--- src/rtl/cordic_pkg.sv ---
// ============================================================================
// Module   : cordic_pkg
// Purpose  : Constants, default Q format and FSM state type shared by the
//            fixed/float converters on the CORDIC datapath.
// Revision : 1.0 - initial release
// ============================================================================
`default_nettype none

package cordic_pkg;

    localparam int FP_BIAS     = 127;
    localparam int FP_MAN_BITS = 23;
    localparam int FP_EXP_BITS = 8;

    // Q2.30 result format of the CORDIC core
    localparam int Q_WIDTH     = 32;
    localparam int Q_FRAC_BITS = 30;

    // 1/K (CORDIC gain compensation) in Q2.30
    localparam logic [31:0] INV_K_Q230 = 32'h26DD3B6A;

    typedef enum logic [1:0] {
        IDLE = 2'd0,
        NORM = 2'd1,
        PACK = 2'd2
    } state_t;

endpackage

`default_nettype wire

--- src/rtl/fp_pack.sv ---
// ============================================================================
// Module   : fp_pack
// Purpose  : Combinational packer from a normalised magnitude and shift count
//            to IEEE-754 single. FIX2FLT_RNE_EN selects round-to-nearest-even,
//            otherwise the result is truncated toward zero.
// Revision : 1.0 - initial release
// ============================================================================
`default_nettype none

module fp_pack
    import cordic_pkg::*;
#(
    parameter int WIDTH     = Q_WIDTH,
    parameter int FRAC_BITS = Q_FRAC_BITS,
    parameter int LZ_BITS   = $clog2(WIDTH) + 1
) (
    input  logic               sign,
    input  logic [WIDTH-1:0]   mag,
    input  logic [LZ_BITS-1:0] lz,
    output logic [31:0]        flt
);

    localparam int BODY_BITS = FP_EXP_BITS + FP_MAN_BITS;
    localparam int EXP_OFS   = FP_BIAS + WIDTH - 1 - FRAC_BITS;

    logic [FP_EXP_BITS-1:0] exp_raw;
    logic [FP_MAN_BITS-1:0] frac_raw;
    logic [BODY_BITS-1:0]   body;

    // mag[WIDTH-1] is the implied leading one once normalised
    assign exp_raw  = FP_EXP_BITS'(EXP_OFS) - FP_EXP_BITS'(lz);
    assign frac_raw = mag[WIDTH-2 -: FP_MAN_BITS];

`ifdef FIX2FLT_RNE_EN
    logic guard;
    logic sticky;
    logic round_up;

    assign guard    = mag[WIDTH-FP_MAN_BITS-2];
    assign sticky   = |mag[WIDTH-FP_MAN_BITS-3:0];
    assign round_up = guard & (sticky | frac_raw[0]);
    // A fraction carry ripples into the exponent and clears the fraction
    assign body     = {exp_raw, frac_raw} + BODY_BITS'(round_up);
`else
    assign body     = {exp_raw, frac_raw};
`endif

    assign flt = (mag == '0) ? 32'h0000_0000 : {sign, body};

endmodule

`default_nettype wire

--- src/rtl/fixed_to_float.sv ---
// ============================================================================
// Module   : fixed_to_float
// Purpose  : Multi-cycle signed fixed-point to IEEE-754 single converter with
//            a one-shift-per-cycle normaliser and start/done handshake.
//            FIX2FLT_RNE_EN enables round-to-nearest-even in fp_pack.
// Revision : 1.0 - initial release
// ============================================================================
`default_nettype none

module fixed_to_float
    import cordic_pkg::*;
#(
    parameter int WIDTH     = Q_WIDTH,
    parameter int FRAC_BITS = Q_FRAC_BITS
) (
    input  logic             clock,
    input  logic             aclr,
    input  logic             clk_en,
    input  logic             start,
    input  logic [WIDTH-1:0] dataa,
    output logic             done,
    output logic [31:0]      result
);

    localparam int LZ_BITS = $clog2(WIDTH) + 1;

    state_t             state;
    state_t             state_nx;
    logic               sign;
    logic               sign_nx;
    logic [WIDTH-1:0]   mag;
    logic [WIDTH-1:0]   mag_nx;
    logic [LZ_BITS-1:0] lz;
    logic [LZ_BITS-1:0] lz_nx;
    logic               done_nx;
    logic [31:0]        result_nx;
    logic [31:0]        packed_flt;

    fp_pack #(
        .WIDTH     (WIDTH),
        .FRAC_BITS (FRAC_BITS),
        .LZ_BITS   (LZ_BITS)
    ) u_fp_pack (
        .sign (sign),
        .mag  (mag),
        .lz   (lz),
        .flt  (packed_flt)
    );

    always_ff @(posedge clock or posedge aclr) begin
        if (aclr) begin
            state  <= IDLE;
            sign   <= 1'b0;
            mag    <= '0;
            lz     <= '0;
            done   <= 1'b0;
            result <= 32'h0000_0000;
        end else if (clk_en) begin
            state  <= state_nx;
            sign   <= sign_nx;
            mag    <= mag_nx;
            lz     <= lz_nx;
            done   <= done_nx;
            result <= result_nx;
        end else begin
            // A stalled cycle never extends a done pulse
            done   <= 1'b0;
        end
    end

    always_comb begin
        state_nx  = state;
        sign_nx   = sign;
        mag_nx    = mag;
        lz_nx     = lz;
        done_nx   = 1'b0;
        result_nx = result;

        case (state)
            IDLE: begin
                if (start) begin
                    sign_nx  = dataa[WIDTH-1];
                    // Unsigned magnitude: the most negative input maps to 2^(WIDTH-1)
                    mag_nx   = dataa[WIDTH-1] ? (~dataa + WIDTH'(1)) : dataa;
                    lz_nx    = '0;
                    state_nx = NORM;
                end
            end
            NORM: begin
                if ((mag == '0) || mag[WIDTH-1]) begin
                    state_nx = PACK;
                end else begin
                    mag_nx = mag << 1;
                    lz_nx  = lz + LZ_BITS'(1);
                end
            end
            PACK: begin
                result_nx = packed_flt;
                done_nx   = 1'b1;
                state_nx  = IDLE;
            end
            default: begin
                state_nx = IDLE;
            end
        endcase
    end

endmodule

`default_nettype wire

--- config.mk ---
export PLATFORM = sky130hd
export DESIGN_NAME = fixed_to_float
export DESIGN_NICKNAME = d
export VERILOG_FILES = /design/src/rtl/cordic_pkg.sv /design/src/rtl/fp_pack.sv /design/src/rtl/fixed_to_float.sv
export SDC_FILE = /design/constraint.sdc
export NUM_CORES = 1
export LEC_CHECK = 0
export CAP_MARGIN = 30
export CORE_MARGIN = 10
export CORE_UTILIZATION = 45
export CTS_CLUSTER_SIZE = 12
export DETAILED_ROUTE_END_ITERATION = 7
export PLACE_DENSITY = 0.7
export SYNTH_ARGS = -nofsm -noshare
export SYNTH_HDL_FRONTEND = slang
export SYNTH_SLANG_ARGS = --single-unit
--- constraint.sdc ---
create_clock -name clock -period 5.6 [get_ports clock]
set_input_delay 1.4 -clock clock [delete_from_list [all_inputs] [get_ports clock]]
set_output_delay 1.4 -clock clock [all_outputs]
set_load 0.05 [all_outputs]
==> reports/metrics.csv, run 1 <==
metric;value;unit
period_needed;3.731;ns
swShare;0.4468;
r2r_end;mag[14];
critPathCapture;mag[28];
post-cts-setup-buffer-count;0;
power.total;2.553;mW
post_cts_resize_count;0;
power.density;531.1;mW/mm^2
firstDrtPassIters;6;
hpwl;7083;um
cts_buffers;9;
ys.warnings.count;0;
outcome;finished clean;
dr_total_vias;3203;
antenna_found_initial;0;
use_met2;0.2224;
fp.dieH;112.8;um
cp.required;5.82;ns
top_usage_layer;met2;
ctsRootBufferMaster;clkbuf_8;
die_w;112.8;um
clockBufferDepth;2;
rsz0062_at_grt;false;
synth_most_common_cell;dfrtp_1;
seqPwrFrac;0.378;
drv_cap;0;
synth_top_cell_area_share;0.4780;
clk_pin_slew;0.07;ns
critPathLaunchType;input port;
min_period_over_period;0.6663;
cts_sinks;74;
synth.distinct_cells;43;
worstPathArrival;3.95;ns
coreArea;0.008299;mm^2
combPwrFrac;0.469;
ant_nets;0;
synthTopCellsByCount;74 x dfrtp_1, 46 x o21ai_0, 45 x nand2_1;
synthCells;408;
worstMarginPinSlew;0.9220;ns
hp-class;reg2reg;
vdd_drop_max;0.1944;mV
synth_ff_type;dfrtp_1;
max_freq;268.0;MHz
grtUsageTotal;0.1520;
ys_seq_area_frac;0.4780;
remaining_drc_errors;0;
grt_use_met1;0.2124;
worst-path-max-fanout;8;
synth_area;0.003874;mm^2
wirelength;9489;um
grt_overflow_total;0;
path_class;in2reg;
leakagePower;1.995;nW
grt_pass1_wl;16260;um
drtIter0Drc;201;
synth-edff-count;0;
use_met3;0.03909;
grt_pass1_vias;3183;
gp_routability_congestion;0.8543;
clkPwrFrac;0.153;
dieArea;0.01272;mm^2
start_util;0.4668;
nFillCells;755;
p_switching;1.141;mW
pin_count;69;
clock_latency;0.34;ns
slew_violations;0;
ys_ff_latch;74;
synthTopCellsByArea;dfrtp_1 48%, a22o_1 6.6%, o21ai_0 5.9%, xnor2_1 5.9%, nand2_1 4.4%;
cts_hold_buf;0;
syn_to_final_growth;24.10;%
synth_top_area_cell;dfrtp_1;
wl_per_cell;16.56;um
r2r_cells;7;
cts_htree_levels;3;
finalHoldViolations;0;
synth_async_sr_flop_share;1.000;
vias_per_cell;5.590;
skew;0.006176;ns
fin_nets;502;
syn-num-nets;447;
maxSlewHeadroom;0.3853;
end_kind;flop;
ff2ff_setup_slack;2.65;ns
antenna_cells;0;
setup_viol;0;
fin_setup_tns;0;ns
cp-startpoint;dataa[1];
cts_tree;yes;
port_buffers;68;
num_rows;33;
drive_gt1_frac;0.05556;
avgSynthCellArea;9.494;um^2
crit-reg2reg-launch;state[1];
grt_max_degree;41;
intPower;1.412;mW
-- cell usage in the layout (no fill, tap or decap), types with 3 or more instances in the layout --
cell	netlist	routed
a211oi_1	4	4
a21oi_1	11	11
a22o_1	29	29
buf_4	0	4
clkbuf_1	23	4
clkbuf_8	0	9
clkdlybuf4s50_1	0	68
dfrtp_1	74	74
ha_1	3	3
inv_1	7	6
mux2i_1	3	3
nand2_1	45	45
nand3_1	4	4
nand4_1	3	3
nor2_1	40	39
nor3_1	3	3
nor4_1	11	11
o21ai_0	46	46
o31ai_1	17	17
o41ai_1	9	9
or3_1	3	3
or4_1	6	6
xnor2_1	26	26
xor2_1	11	11
-- routing by layer --
layer / vias up / routed length, um
li1: 1586 / -
met1: 1533 / 4636
met2: 73 / 4209
met3: 11 / 512
met4: 0 / 130
met5: - / 0
-- critical path, stage by stage --
cell,delay (ns)
clkdlybuf4s50_1,0.46
inv_1,0.08
ha_1,0.15
or3b_1,0.45
or3_1,0.49
or3_4,0.44
o31ai_4,0.22
xor2_1,0.16
o22ai_1,0.09
-- power groups by stage --
stage	Combinational (mW)	Sequential (mW)	Clock, mW
after floorplan	0.522	1.25	0
after CTS	1.21	0.965	0.396
after detailed placement	1.20	0.975	0
final	1.20	0.966	0.391
after global routing	1.30	1.00	0.414
after global placement	1.18	0.966	0
-- area by class of cell --
type	instances	area (um^2)	area share
Inverter	7	26.28	0.005466
Multi-Input combinational cell	297	1878	0.3907
Timing Repair Buffer	74	740.7	0.1541
Tap cell	105	131.4	0.02733
Clock inverter	3	40.04	0.008329
Clock buffer	13	138.9	0.02889
Sequential cell	74	1852	0.3852
-- state kept, by name (all words and copies together), names as in the netlist --
name	cells
mag	32
done	1
sign	1
lz	6
state	2
result	32
-- cell families (layout without fill, tap and decap cells) --
family          count (synthesis)  after routing  synth area share
compound gates                125            125            0.2225
xor+xnor                       37             37           0.08366
fa+ha+maj                       3              3          0.009691
buf+inv                        37             97           0.03843
flops                          74             74            0.4780
mux                             4              4           0.01066
simple gates                  128            128            0.1570
-- how the worst min path moves through the flow --
stage               cells past startpoint  slack [ns]    endpoint  startpoint
global route                            2        0.51  result[30]  result[30]
detailed placement                      2        0.46  result[29]  result[29]
global placement                        2        0.45  result[29]  result[29]
finish                                  2        0.47  result[29]  result[29]
floorplan                               2        0.45        sign        sign
CTS                                     2        0.47  result[29]  result[29]
-- per-stage QoR --
step,hold slack (ns),utilization,setup WS (ns),area (um^2),cells
2_1_floorplan,0.4469,-,2.115,3874,408
3_3_place_gp,0.4501,0.5540,1.594,4598,555
3_5_place_dp,0.4586,0.5577,1.519,4628,557
4_1_cts,0.4747,0.5792,1.884,4807,573
5_1_grt,0.5104,0.5792,1.610,4807,573
6_report,0.4701,0.5792,1.869,4807,573
Power figures use the tool's default switching activity.
==> run 2, diff against run 1 <==
- PLACE_DENSITY: 0.7 -> 0.73
- clock period: 5.6 -> 3.4 ns (I/O delays scaled with it)
==> run 2 against run 1 <==
Effect of this change: critical path depth increased by 1; largest power group unchanged; clock skew is essentially flat; largest cell class unchanged; register-to-register slack got worse by 1.7 ns; design area rose by 3.4%; global-route usage is 0.21 points higher; core utilization is 1.9 points higher; via count is 3.8% higher; first-iteration DRC count increased by 55%; final cell count grew 2.4%; die area unchanged; total power increased by 72%; setup slack lost 1.5 ns.
==> reports/metrics.csv, run 2 (synthesis gave the netlist of run 1 again) <==
metric;value;unit;change
fin_nets;516;;was 502
holdWs;0.4959;ns;was 0.4701 ns
setup_viol;0;;unchanged
max_freq;332.3;MHz;
hpwl;7387;um;was 7083 um
power.density;882.3;mW/mm^2;was 531.1 mW/mm^2
skew;0.005743;ns;was 0.006176 ns
min_path_cells;2;;unchanged
cts_htree_levels;3;;unchanged
dr_total_vias;3324;;was 3203
wl_per_cell;16.59;um;was 16.56 um
drv_cap;0;;unchanged
num_rows;33;;unchanged
antenna_found_initial;0;;unchanged
reg.largest.list;mag x32, result x32, lz x6;;unchanged
post_cts_resize_count;0;;unchanged
outcome;finished clean;;unchanged
grt_pass1_wl;16570;um;was 16260 um
cts_hold_buf;0;;unchanged
fin_setup_tns;0;ns;unchanged
path_cells;clkdlybuf4s50_1 > inv_1 > ha_1 > or3b_1 > or3_1 > buf_4 > o41ai_1 > xnor2_1 > nor2_1 > o21ai_0;;was clkdlybuf4s50_1 > inv_1 > ha_1 > or3b_1 > or3_1 > or3_4 > o31ai_4 > xor2_1 > o22ai_1
hp-class;reg2reg;;unchanged
slowest_stage;clkdlybuf4s50_1;;was or3_1
maxSlewHeadroom;0.4815;;was 0.3853
die_w;112.8;um;unchanged
pin_count;69;;unchanged
start_util;0.4668;;unchanged
drive_gt1_frac;0.09129;;was 0.05556
syn_to_final_growth;28.26;%;was 24.10%
worstMarginPinSlew;0.7766;ns;was 0.9220 ns
worstPathArrival;3.27;ns;was 3.95 ns
coreArea;0.008299;mm^2;unchanged
gp_routability_congestion;0.8914;;was 0.8543
cp.required;3.67;ns;was 5.82 ns
finalHoldViolations;0;;unchanged
post-cts-setup-buffer-count;0;;unchanged
path_class;in2reg;;unchanged
grtUsageTotal;0.1541;;was 0.1520
ant_nets;0;;unchanged
antenna_cells;0;;unchanged
min_period_over_period;0.8850;;
leakagePower;2.086;nW;was 1.995 nW
end_kind;flop;;unchanged
critPathLaunchType;input port;;unchanged
grt_overflow_total;0;;unchanged
max_stage_delay;0.46;ns;was 0.49 ns
drtIter0Drc;311;;was 201
cts_tree;yes;;unchanged
firstDrtPassIters;5;;was 6
cts_buffers;9;;unchanged
wirelength;9741;um;was 9489 um
vdd_drop_max;0.3120;mV;was 0.1944 mV
post-route-util;0.5987;;was 0.5792
clk_pin_slew;0.07;ns;about the same
period_needed;3.009;ns;
final_cell_mix;74 x dfrtp_1, 68 x clkdlybuf4s50_1, 46 x o21ai_0, 45 x nand2_1, 39 x nor2_1;;unchanged
power.total;4.384;mW;was 2.553 mW
final_common_cell;dfrtp_1;;unchanged
grt_max_degree;41;;unchanged
ctsRootBufferMaster;clkbuf_8;;unchanged
remaining_drc_errors;0;;unchanged
slew_violations;0;;unchanged
worst-path-max-fanout;5;;was 8
port_buffers;68;;unchanged
r2r_cells;6;;was 7
grt_pass1_vias;3320;;was 3183
cts_sinks;74;;unchanged
rsz0062_at_grt;false;;unchanged
dieArea;0.01272;mm^2;unchanged
fp.dieH;112.8;um;unchanged
clock_latency;0.35;ns;was 0.34 ns
clockBufferDepth;2;;unchanged
vias_per_cell;5.663;;was 5.590
run 2: cell count changes in the layout (fill, tap and decap cells not counted):
cell and change:
clkbuf_8 +3, buf_8 -2, clkinvlp_4 +1, bufinv_16 +1
clkinv_2 -1, clkbuf_1 -4, buf_4 +15, buf_12 +1
run 2: layer usage:
metal / part of all wire / track usage / wire length (um) / vias to the layer above
met2: 0.44 / 0.2296 / 4294 / 112
li1: - / - / - / 1613
met4: 0.014 / 0.04907 / 136 / 0
met3: 0.061 / 0.03645 / 590 / 13
met5: 0 / 0 / 0 / -
met1: 0.48 / 0.2150 / 4720 / 1586
run 2: through the flow:
| stage | cells | area [um^2] | worst slack [ns] |
|---|---|---|---|
| 4_1_cts | 587 | 4969 | 0.3932 |
| 6_report | 587 | 4969 | 0.3910 |
| 3_3_place_gp | 571 | 4731 | 0.1459 |
| 5_1_grt | 587 | 4969 | 0.2360 |
| 2_1_floorplan | 408 | 3874 | 0.4648 |
| 3_5_place_dp | 571 | 4731 | 0.03948 |
run 2: layout make-up:
cell class,instances,area [um^2]
Clock buffer,12,165.2
Inverter,7,26.28
Multi-Input combinational cell,297,1878
Clock inverter,4,72.57
Fill cell,706,3331
Sequential cell,74,1852
Tap cell,105,131.4
Timing Repair Buffer,88,843.3
run 2: critical path: cells and delay by family:
kind / cells / cell delay (ns)
and+or+nand+nor: 3 / 0.79
adders and majority gates: 1 / 0.15
AOI/OAI and AO/OA: 2 / 0.59
xor gates and xnor gates: 1 / 0.17
buffers and inverters: 3 / 0.73
run 2: final timing paths:
check | startpoint | endpoint | slack [ns]
worst max-delay path | dataa[1] | mag[30] | 0.39
worst min-delay path | result[29] | result[29] | 0.50
worst max register to register | mag[17] | mag[30] | 0.99
worst min register to register | result[29] | result[29] | 0.50
max in group asynchronous | aclr | mag[24] | 1.76
min in group asynchronous | aclr | mag[12] | 0.96
run 2: where the power goes:
group          internal (mW)  total [mW]  switching [mW]  leakage (nW)
clock                  0.472       0.789           0.317         0.119
combinational          0.753        1.99            1.24          1.03
sequential              1.25        1.60           0.345         0.941
total                   2.48        4.38            1.90          2.09
==> run 3, diff against run 2 <==
- CTS_CLUSTER_DIAMETER: default -> 200
==> results of run 3 <==
Final layout, timing and power as in run 2 (identical DEF).
